`src/rtl/cpu_pkg.sv`:
```
// Shared CPU definitions: fetch FSM states, reset/NOP constants and control-unit op types.
package cpu_pkg;

   typedef enum logic [1:0] {
      FETCH = 2'd0,
      VALID = 2'd1,
      DRAIN = 2'd2
   } fetch_state_t;

   localparam logic [31:0] NOP_INSTR        = 32'h0000_0013;
   localparam logic [31:0] RESET_PC_DEFAULT = 32'h0000_0000;

   typedef enum logic [3:0] {
      CU_ALU     = 4'd0,
      CU_ALUI    = 4'd1,
      CU_LOAD    = 4'd2,
      CU_STORE   = 4'd3,
      CU_BRANCH  = 4'd4,
      CU_JAL     = 4'd5,
      CU_JALR    = 4'd6,
      CU_LUI     = 4'd7,
      CU_AUIPC   = 4'd8,
      CU_SYSTEM  = 4'd9,
      CU_ILLEGAL = 4'd10
   } cuOPType;

   function automatic logic [31:0] word_align(input logic [31:0] addr);
      return addr & 32'hFFFF_FFFC;
   endfunction

endpackage

```
`src/rtl/pc_reg.sv`:
```
// Program counter and pending request address, with sequential increment and redirect load.
module pc_reg
   import cpu_pkg::*;
#(
   parameter logic [31:0] RESET_PC = RESET_PC_DEFAULT
) (
   input  logic        clk,
   input  logic        rst,
   input  logic        redirect,
   input  logic [31:0] redirect_pc,
   input  logic        advance,
   output logic [31:0] pc,
   output logic [31:0] req_addr,
   output logic [31:0] pc_plus4
);

   assign pc_plus4 = pc + 32'd4;

   // Redirect has priority over the sequential step.
   always_ff @(posedge clk) begin
      if (rst) begin
         pc       <= RESET_PC;
         req_addr <= RESET_PC;
      end else if (redirect) begin
         pc       <= word_align(redirect_pc);
         req_addr <= word_align(redirect_pc);
      end else if (advance) begin
         pc       <= pc_plus4;
         req_addr <= pc_plus4;
      end
   end

endmodule

```
`src/rtl/instr_fetch.sv`:
```
// Instruction fetch unit: one outstanding imem request, single-entry output buffer,
// redirect flush with drain of an in-flight response.
//
// state | meaning
// FETCH | request outstanding at imem_addr, waiting for imem_ready
// VALID | fetched word presented to decode, no request outstanding
// DRAIN | stale request in flight after redirect; response is dropped
module instr_fetch
   import cpu_pkg::*;
#(
   parameter logic [31:0] RESET_PC = RESET_PC_DEFAULT
) (
   input  logic        clk,
   input  logic        rst,
   output logic        imem_ren,
   output logic [31:0] imem_addr,
   input  logic        imem_ready,
   input  logic [31:0] imem_data,
   input  logic        redirect,
   input  logic [31:0] redirect_pc,
   input  logic        instr_ready,
   output logic        instr_valid,
   output logic [31:0] instruction,
   output logic [31:0] pc,
   output logic [31:0] pc_plus4
);

   fetch_state_t state;
   logic [31:0]  req_addr;
   logic [31:0]  target;
   logic         advance;

   assign target  = word_align(redirect_pc);
   assign advance = (state == VALID) && instr_ready && !redirect;

   pc_reg #(
      .RESET_PC (RESET_PC)
   ) u_pc_reg (
      .clk         (clk),
      .rst         (rst),
      .redirect    (redirect),
      .redirect_pc (redirect_pc),
      .advance     (advance),
      .pc          (pc),
      .req_addr    (req_addr),
      .pc_plus4    (pc_plus4)
   );

   always_ff @(posedge clk) begin
      if (rst) begin
         state       <= FETCH;
         imem_ren    <= 1'b0;
         imem_addr   <= RESET_PC;
         instr_valid <= 1'b0;
         instruction <= NOP_INSTR;
      end else begin
         case (state)
            FETCH: begin
               imem_ren <= 1'b1;
               if (redirect) begin
                  // Without a response the old request is still in flight, so it must drain first.
                  if (imem_ready) imem_addr <= target;
                  else            state     <= DRAIN;
               end else if (imem_ready) begin
                  instruction <= imem_data;
                  instr_valid <= 1'b1;
                  imem_ren    <= 1'b0;
                  state       <= VALID;
               end
            end
            VALID: begin
               if (redirect || instr_ready) begin
                  instr_valid <= 1'b0;
                  imem_ren    <= 1'b1;
                  imem_addr   <= redirect ? target : pc_plus4;
                  state       <= FETCH;
               end
            end
            DRAIN: begin
               imem_ren <= 1'b1;
               if (imem_ready) begin
                  imem_addr <= redirect ? target : req_addr;
                  state     <= FETCH;
               end
            end
            default: begin
               state       <= FETCH;
               imem_ren    <= 1'b1;
               instr_valid <= 1'b0;
               imem_addr   <= req_addr;
            end
         endcase
      end
   end

endmodule

```
`config.mk`:
```
export PLATFORM = sky130hd
export DESIGN_NAME = instr_fetch
export DESIGN_NICKNAME = d
export VERILOG_FILES = /design/src/rtl/cpu_pkg.sv /design/src/rtl/pc_reg.sv /design/src/rtl/instr_fetch.sv
export SDC_FILE = /design/constraint.sdc
export NUM_CORES = 1
export LEC_CHECK = 0
export BUFFER_PORTS_ARGS = -buffer_cell sky130_fd_sc_hd__buf_2
export CAP_MARGIN = 30
export CORE_ASPECT_RATIO = 1.4
export CORE_MARGIN = 1.5
export CORE_UTILIZATION = 50
export CTS_CLUSTER_SIZE = 16
export DETAILED_ROUTE_END_ITERATION = 8
export PLACE_DENSITY_LB_ADDON = 0.1
export SYNTH_ARGS = -nofsm -noshare
export SYNTH_HDL_FRONTEND = slang
export SYNTH_HIERARCHICAL = 1
export SYNTH_SLANG_ARGS = --single-unit
```
`constraint.sdc`:
```
create_clock -name clk -period 2.75 [get_ports clk]
set_input_delay 0.1375 -clock clk [delete_from_list [all_inputs] [get_ports clk]]
set_output_delay 0.1375 -clock clk [all_outputs]
set_load 0.1 [all_outputs]
```
**After elaboration in Yosys (flattened, before gate mapping)**

Cells that the tools add are included.

- Equal/unequal tests: 9
- Mux-type cells: 23
- Reduce and logical (&&, ||, !) cells: 11
- $add $sub $neg: 1
- Bitwise logic cells: 2

Operators by type and width:

| cell | count |
|---|---|
| $mux W32 | 8 |
| $pmux W32 S3 | 1 |
| $add A32 B3 Y32 const B | 1 |
| $reduce_and A4 Y1 | 3 |
| $mux W2 | 5 |
| $ne A2 B2 Y1 const B | 4 |
| $mux W1 | 6 |
| $ne A3 B3 Y1 const B | 2 |
| $pmux W2 S3 | 1 |
| $pmux W1 S3 | 1 |
| $reduce_and A3 Y1 | 1 |
| $eq A2 B1 Y1 const B | 1 |
| $eq A2 B2 Y1 const B | 1 |
| $logic_and A1 B1 Y1 | 2 |
| $logic_not A2 Y1 | 1 |
| $ne A2 B1 Y1 const B | 1 |
| $not A1 Y1 | 2 |
| $pmux W1 S2 | 1 |
| $reduce_bool A2 Y1 | 1 |
| $reduce_or A2 Y1 | 1 |
| $logic_not A1 Y1 | 1 |
| $logic_or A1 B1 Y1 | 1 |

- Register bits: 100
- Output and inout port bits: 130
- Input bits: 69
- Word-level logic and storage cells: 53

**Logic depth before layout (Yosys ltp)**

Gate-level depths: netlist (run 1).

- Depth in word-level cells: 5
- Depth in mapped cells: 10
- Depth with buffers taken out: 8

**Hierarchy**

Netlist (run 1), hierarchy kept.

By module, submodules not included:

| module | instances | sequential area each (µm²) | cells an instance | area each (µm²) |
|---|---|---|---|---|
| instr_fetch | 1 | 1361.3 | 343 | 2816.5 |
| pc_reg | 1 | 600.6 | 347 | 2657.5 |

**Worst setup path before layout (run 1)**

Ideal clock, no wire load.

- Path type: reg2reg
- Start point: register u_pc_reg.pc[2]
- End point: register imem_addr[28]
- Data arrival time: 4.420 ns
- Setup time: 0.093 ns
- Required time: 2.657 ns
- Cell stages (with the launch flop): 9
- Clock period less this slack: 4.513 ns
- Slack: -1.763 ns
- Path buffers: 1
- Path through: dfxtp_1 > ha_1 > clkbuf_1 > nand2_1 > nor4_1 > nand3_1 > xnor2_1 > o22ai_1 > o32ai_1

- Longest elaborated chain between the ends: 4

Ends and longest elaborated chain:

| item | RTL line | text |
|---|---|---|
| from (decl) | pc_reg.sv:12 | `output logic [31:0] pc,` |
| from (signal assigned) | pc_reg.sv:25 | `pc <= word_align(redirect_pc);` |
| from (signal assigned) | pc_reg.sv:28 | `pc <= pc_plus4;` |
| $add A32 B3 Y32 | pc_reg.sv:17 | `assign pc_plus4 = pc + 32'd4;` |
| net pc_plus4[28] | instr_fetch.sv:25 | `output logic [31:0] pc_plus4` |
| $mux W32 | instr_fetch.sv:75 | `imem_addr <= redirect ? target : pc_plus4;` |
| $mux W32 | instr_fetch.sv:72 | `if (redirect \|\| instr_ready) begin` |
| $pmux W32 S3 | instr_fetch.sv:57 | `case (state)` |
| to (signal assigned) | instr_fetch.sv:62 | `if (imem_ready) imem_addr <= target;` |
| to (signal assigned) | instr_fetch.sv:75 |  |
| to (signal assigned) | instr_fetch.sv:82 | `imem_addr <= redirect ? target : req_addr;` |
| to (decl) | instr_fetch.sv:16 | `output logic [31:0] imem_addr,` |

The timed path passes the listed nets, and every way through them passes these cells. The select of a mux whose other input is x is not followed.
A chain may end at the register's enable or synchronous reset.

**Worst setup path after layout (run 1)**

- Start point: register u_pc_reg.pc[3]
- End point: output pc_plus4[30]

- Longest elaborated chain between the ends: 1

Ends and longest elaborated chain:

| item | RTL line |
|---|---|
| $add A32 B3 Y32 | pc_reg.sv:17 |
| to (decl) | instr_fetch.sv:25 |

No other way between the ends.

==> results of run 1 <==
## stage by stage
stage | TNS (ps) | setup WS (ps)
3_3_place_gp | 0 | 392
6_report | 0 | 79.2
4_1_cts | 0 | 0.0580
2_1_floorplan | -978 | -153
5_1_grt | 0 | 24.4
3_5_place_dp | 0 | 330
## cell type report
class	count	share of cell area
timing repair buffer	211	0.162
inverter	44	0.0227
tap	141	0.0243
sequential	98	0.281
clock buffer	14	0.0391
clock inverter	2	0.00241
multi-input combinational	460	0.468
## synthesized netlist by cell type (3+ instances only)
master,count
mux2i_1,3
inv_1,44
nor3_1,13
nand2b_1,4
nand4_1,15
and3_1,8
and4_1,9
nor2_1,64
o21ai_0,4
a211oi_1,17
xnor2_1,22
nand3b_1,6
o32ai_1,27
clkbuf_1,28
a2111oi_0,5
a311oi_1,4
a21oi_1,39
nand2_1,89
xor2_1,18
buf_2,21
o22ai_1,29
nor4_1,12
buf_4,41
dfxtp_1,98
nand3_1,21
## power groups by stage
stage	logic [mW]	clock network (mW)	registers (mW)
3_3_place_gp	1.47	0	1.67
5_1_grt	1.54	1.34	1.66
2_1_floorplan	0.660	0	2.28
6_report	1.48	1.26	1.65
3_5_place_dp	1.48	0	1.68
4_1_cts	1.48	1.29	1.65
## worst max path at each step
stage / depth (start not counted) / from / endpoint
after floorplan: 8 / u_pc_reg/pc[4]$_SDFFE_PP0P_ / imem_addr[13]$_SDFFE_PP0P_
after global placement: 6 / u_pc_reg/pc[2]$_SDFFE_PP0P_ / imem_addr[23]$_SDFFE_PP0P_
after detailed placement: 6 / u_pc_reg/pc[2]$_SDFFE_PP0P_ / imem_addr[17]$_SDFFE_PP0P_
after CTS: 5 / u_pc_reg/pc[2]$_SDFFE_PP0P_ / pc_plus4[29]
after global routing: 6 / u_pc_reg/pc[3]$_SDFFE_PP0P_ / pc_plus4[28]
final: 6 / u_pc_reg/pc[3]$_SDFFE_PP0P_ / pc_plus4[30]
## worst register-to-register path, delay by kind of cell, from the launching register on
family	cells	cell delay [ps]
AOI/OAI and AO/OA	2	550
DFF	1	320
and+or+nand+nor	5	1320
## layer usage
metal  routed length [um]  part of all wire  vias up
met5                    0                 0        -
met4                  298             0.018        0
met3                  842             0.051       21
met2                 8920              0.54      217
met1                 6400              0.39     2663
li1                     -                 -     2674
## cell families after synthesis
logic type,share of synthesized area
compound gates,0.193
xor+xnor,0.0640
fa+ha+maj,0.00229
buf+inv,0.128
flops,0.358
mux,0.00549
other cells,0.000685
simple gates,0.248
## what timing repair did
action,in CTS,in global routing
resized for setup,0,2
buffers inserted,0,0
setup endpoints to repair,0,7
==> impl_results.md, run 1 <==
- Grt ovf: 0
- Placed cell count: 954
- CP Buf/Inv Count: 1
- Setup Viol. Count Final: 0
- TritonCTS clock tree: done
- First-pass GRT wire length: around 26000 um
- Fraction of registers with async set/reset: 0
- Synth cell types: 61
- Clock root buffer master: clkbuf_16
- Vias in the first global route: about 5300
- Finished Layout Cells: 970
- CTS Buf Count: 9
- GRT met3 Usage: 0.0282
- Top Family by Delay on Critical Path: simple AND/OR/NAND/NOR gates
- Critical Path AT: ~2500 ps
- Tmin final: 2670 ps
- Post-layout power: ~4.4 mW
- Row cnt: 45
- Antenna cells: 0
- Footprint of the multi-input gates: about 3400 um^2
- Post-synthesis cell area: 5470 um^2
- Seq/Total Area, Yosys: 0.358
- Sink Count: 98
- Max VDD drop: about 0.32 mV
- Number of synthesized register bits: 98
- Total of warnings raised by yosys: 6
- Drt pass-1 iters: 5
- Internal power: 2.53 mW
- Ordered list of cells on the worst path: ha_4, nand2_2, nor4_2, and3_2, xor2_4, buf_2
- # port buffers: between 150 and 200
- R2R depth: 7
- CTS max path bufs: 2
- Switching Power: between 1.5 and 2 mW
- Final Util: 0.676
- Worst-path clk slew: around 70 ps
- Routability Congestion: slightly below 0.9
- Fin area: approximately 7300 um^2
- Mapped Cells: 690
- Net Sw Frac: 0.424
- Worst-Margin Slew: between 600 and 700 ps
- Number of hold buffers added after cts: 0
- Class of the most critical setup path: reg2out
- Top cells by area, synth: dfxtp_1 (36%), nand2_1 (6.1%), buf_4 (5.6%), nor2_1 (4.4%), o32ai_1 (4.3%)
- Max Clock Freq: 374 MHz
- Comb power frac: 0.338
- Routed len/inst: ~17 um
- Most frequent cells in the layout: buf_2 (187), nand2_1 (85), dfxtp_1 (69)
- Reg2reg end: u_pc_reg/pc[25]$_SDFFE_PP0P_
- Antenna Nets Post-Route: 0
- Die Ht: approximately 130 um
- Clock Power Share: 0.286
- Leakage power: about 3.1 nW
- Post-DP HPWL: about 12000 um
- CP max-delay cell: nor4_2
- CP endpoint kind: output port
- Hold path endpoint: instruction[0]$_SDFFE_PP1P_
- R2r setup slk: ~440 ps
- Met2 GRT Util: 0.523
- Synth area leader: dfxtp_1
- Status: completed
- Max transition margin: 0.534
- Die width: around 91 um
- Final Hold Vio Count: 0
- Hold Path Cell Cnt: 3
- Drt via density: ~5.7
- Main flop type after synthesis: dfxtp_1
- Critical Path RT: around 2600 ps
- Clk_lat worst skew: around 340 ps
- Avg Cell Area, Syn: approximately 7.9 um^2
- Layer with the highest usage: met2
- Number of synthesized flops with an enable pin: 0
- Met1 Use GR: 0.313
- Fill cells: between 900 and 1000
- Min-delay src: imem_data[0]
- # IOs: 199
- Highest fanout seen on the critical path: 8
- Seq pwr share: 0.375
- Max cap viols: 0
- Final net count: between 800 and 900
- Max Slew Vio Count: 0
- DP Area: between 6000 and 7000 um^2
- PD cells: a little over 600 nW/um^2
- Fin crit share: 0.971
- Total wire length: roughly 16000 um
- Initial antenna violation count: 0
- Reg-to-reg startpoint: state[0]$_SDFFE_PP0P_
- Max incr delay on CP: around 490 ps
- Startpoint types: register
- Share of cells above drive strength 1: 0.385
- Post-route DRC: 0
- H-Tree Depth: 3
- Leading cell type in the layout, fill and taps excluded: buf_2
- Worst hold path type: in2reg
- Clk_skew: between 5 and 6 ps
- Top-area cell type share of the netlist area: 0.358
- Register area: around 2000 um^2
- Hold Slack: ~15 ps
- RSZ-0062 raised after global routing: no
- Largest net degree at the start of global routing: 43
- Initial Util: 0.509
- Total Routing Usage GR: 0.279
- Core Area: approximately 11000 um^2
- Area Overhead vs Synth: 32.7%
- Vias: 5575
- Die area: ~12000 um^2
- Initial DRC Count: 287
(Power assumes the default switching activity.)
==> run 2, diff against run 1 <==
--- a/config.mk
+++ b/config.mk
@@ -12,6 +12,7 @@
 export CORE_UTILIZATION = 50
 export CTS_CLUSTER_SIZE = 16
 export DETAILED_ROUTE_END_ITERATION = 8
+export HOLD_SLACK_MARGIN = 0.1
 export PLACE_DENSITY_LB_ADDON = 0.1
 export SYNTH_ARGS = -nofsm -noshare
 export SYNTH_HDL_FRONTEND = slang
==> constraint.sdc (replaced) <==
create_clock -name clk -period 2.9 [get_ports clk]
set_input_delay 0.145 -clock clk [delete_from_list [all_inputs] [get_ports clk]]
set_output_delay 0.145 -clock clk [all_outputs]
set_load 0.1 [all_outputs]
==> impl_results.md, run 2 (synthesis results as in run 1) <==
- Critical Path RT: ~2800 ps
- Total Routing Usage GR: 0.294
- Worst-Margin Slew: between 600 and 700 ps
- Max Clock Freq: ~360 MHz
- Drt pass-1 iters: 5
- Leading cell type in the layout, fill and taps excluded: buf_2
- Post-layout power: between 4 and 5 mW
- Setup Fix Bufs, Post-CTS: 0
- CP endpoint kind: output port
- Area Overhead vs Synth: 41.6%
- Internal power: around 2.5 mW
- Class of the most critical setup path: reg2out
- R2r setup slk: between 200 and 300 ps
- Worst hold path type: in2reg
- CTS Buf Count: 9
- Hold Slack: roughly 120 ps
- Max cap viols: 0
- Max transition margin: 0.575
- Die area: roughly 12000 um^2
- Clk_lat worst skew: between 300 and 400 ps
- Final Hold Vio Count: 0
- Die width: ~91 um
- Final net count: between 900 and 1000
- Core Area: about 11000 um^2
- Sink Count: 98
- Comb power frac: 0.342
- Final Util: 0.721
- Most frequent cells in the layout: buf_2 (187), nand2_1 (89), dfxtp_1 (71)
- Share of cells above drive strength 1: 0.345
- Seq pwr share: 0.365
- Fin area: between 7000 and 8000 um^2
- H-Tree Depth: 3
- Highest fanout seen on the critical path: 9
- Ordered list of cells on the worst path: ha_1, nand2_1, nor4_2, and3_1, xor2_4, buf_2
- Startpoint types: register
- CP max-delay cell: nor4_2
- Total wire length: 17200 um
- Row cnt: 45
- Setup Viol. Count Final: 0
- Tmin final: 2770 ps
- Routability Congestion: roughly 0.88
- Clk_skew: just over 10 ps
- Fin crit share: 0.954
- Initial antenna violation count: 0
- Grt ovf: 0
- Max incr delay on CP: ~500 ps
- Clock Power Share: 0.293
- Largest net degree at the start of global routing: 43
- Post-route DRC: 0
- TritonCTS clock tree: done
- Antenna cells: 0
- Vias in the first global route: roughly 5700
- Net Sw Frac: 0.415
- Drt via density: 5.64
- Routed len/inst: around 17 um
- Clock root buffer master: clkbuf_16
- Register area: ~2000 um^2
- PD cells: between 500 and 600 nW/um^2
- Initial DRC Count: approximately 430
- # port buffers: between 150 and 200
- Status: completed
- Max VDD drop: between 0.3 and 0.4 mV
- Initial Util: 0.509
- Worst-path clk slew: roughly 70 ps
- # IOs: about 200
- Antenna Nets Post-Route: 0
- Critical Path AT: 2620 ps
- Footprint of the multi-input gates: between 3000 and 4000 um^2
- Post-DP HPWL: about 11000 um
- Switching Power: approximately 1.8 mW
- Fill cells: approximately 850
- Max Slew Vio Count: 0
- CTS max path bufs: 2
- First-pass GRT wire length: ~28000 um
- Die Ht: 127 um
- RSZ-0062 raised after global routing: no
- DP Area: approximately 6900 um^2
- Vias: just under 6000
- Leakage power: 3.32 nW
## run 2: path summary, 6_finish.rpt
kind / startpoint / endpoint / depth (start not counted)
worst min register to register: imem_addr[19]$_SDFFE_PP0P_ / imem_addr[19]$_SDFFE_PP0P_ / 2
worst max register to register: state[0]$_SDFFE_PP0P_ / u_pc_reg/pc[25]$_SDFFE_PP0P_ / 7
worst min-delay path: redirect_pc[7] / u_pc_reg/pc[7]$_SDFFE_PP0P_ / 3
worst max-delay path: u_pc_reg/pc[2]$_SDFFE_PP0P_ / pc_plus4[30] / 6
## run 2: layout make-up
class                           count  share of cell area
Clock buffer                       12              0.0344
Timing Repair Buffer              268               0.226
Clock inverter                      3             0.00581
Multi-Input combinational cell    460               0.428
Sequential cell                    98               0.262
Inverter                           44              0.0213
Tap cell                          141              0.0228
## run 2: power by group through the flow
| stage | clock network, mW | registers [mW] | logic (mW) |
|---|---|---|---|
| detailed placement | 0 | 1.59 | 1.40 |
| global placement | 0 | 1.58 | 1.38 |
| CTS | 1.27 | 1.56 | 1.46 |
| global route | 1.32 | 1.58 | 1.52 |
| floorplan | 0 | 2.16 | 0.615 |
| finish | 1.25 | 1.56 | 1.46 |
## run 2: timing repair
item                                   4_1_cts  5_1_grt
endpoints found under the hold margin       58        0
gates resized for setup                      0        0
hold buffers                                58        0
## run 2: per-layer routing
metal / global-route usage / part of all wire / vias to the layer above
li1: - / - / 2780
met1: 0.338 / 0.39 / 2723
met2: 0.530 / 0.52 / 247
met3: 0.0546 / 0.061 / 41
met4: 0.122 / 0.029 / 0
met5: 0 / 0 / -
## run 2: through the flow
step	setup slack [ps]	cells	TNS [ps]
detailed placement	385	953	0
global route	6.86	1026	0
global placement	495	953	0
finish	135	1026	0
floorplan	-83.0	695	-622
CTS	111	1026	0
## run 2: critical path: cells and delay by family (launching register included)
kind | cells | cell delay, ps
xor+xnor | 1 | 160
fa+ha+maj | 1 | 200
buf+inv | 1 | 440
flops | 1 | 400
simple gates | 3 | 1070
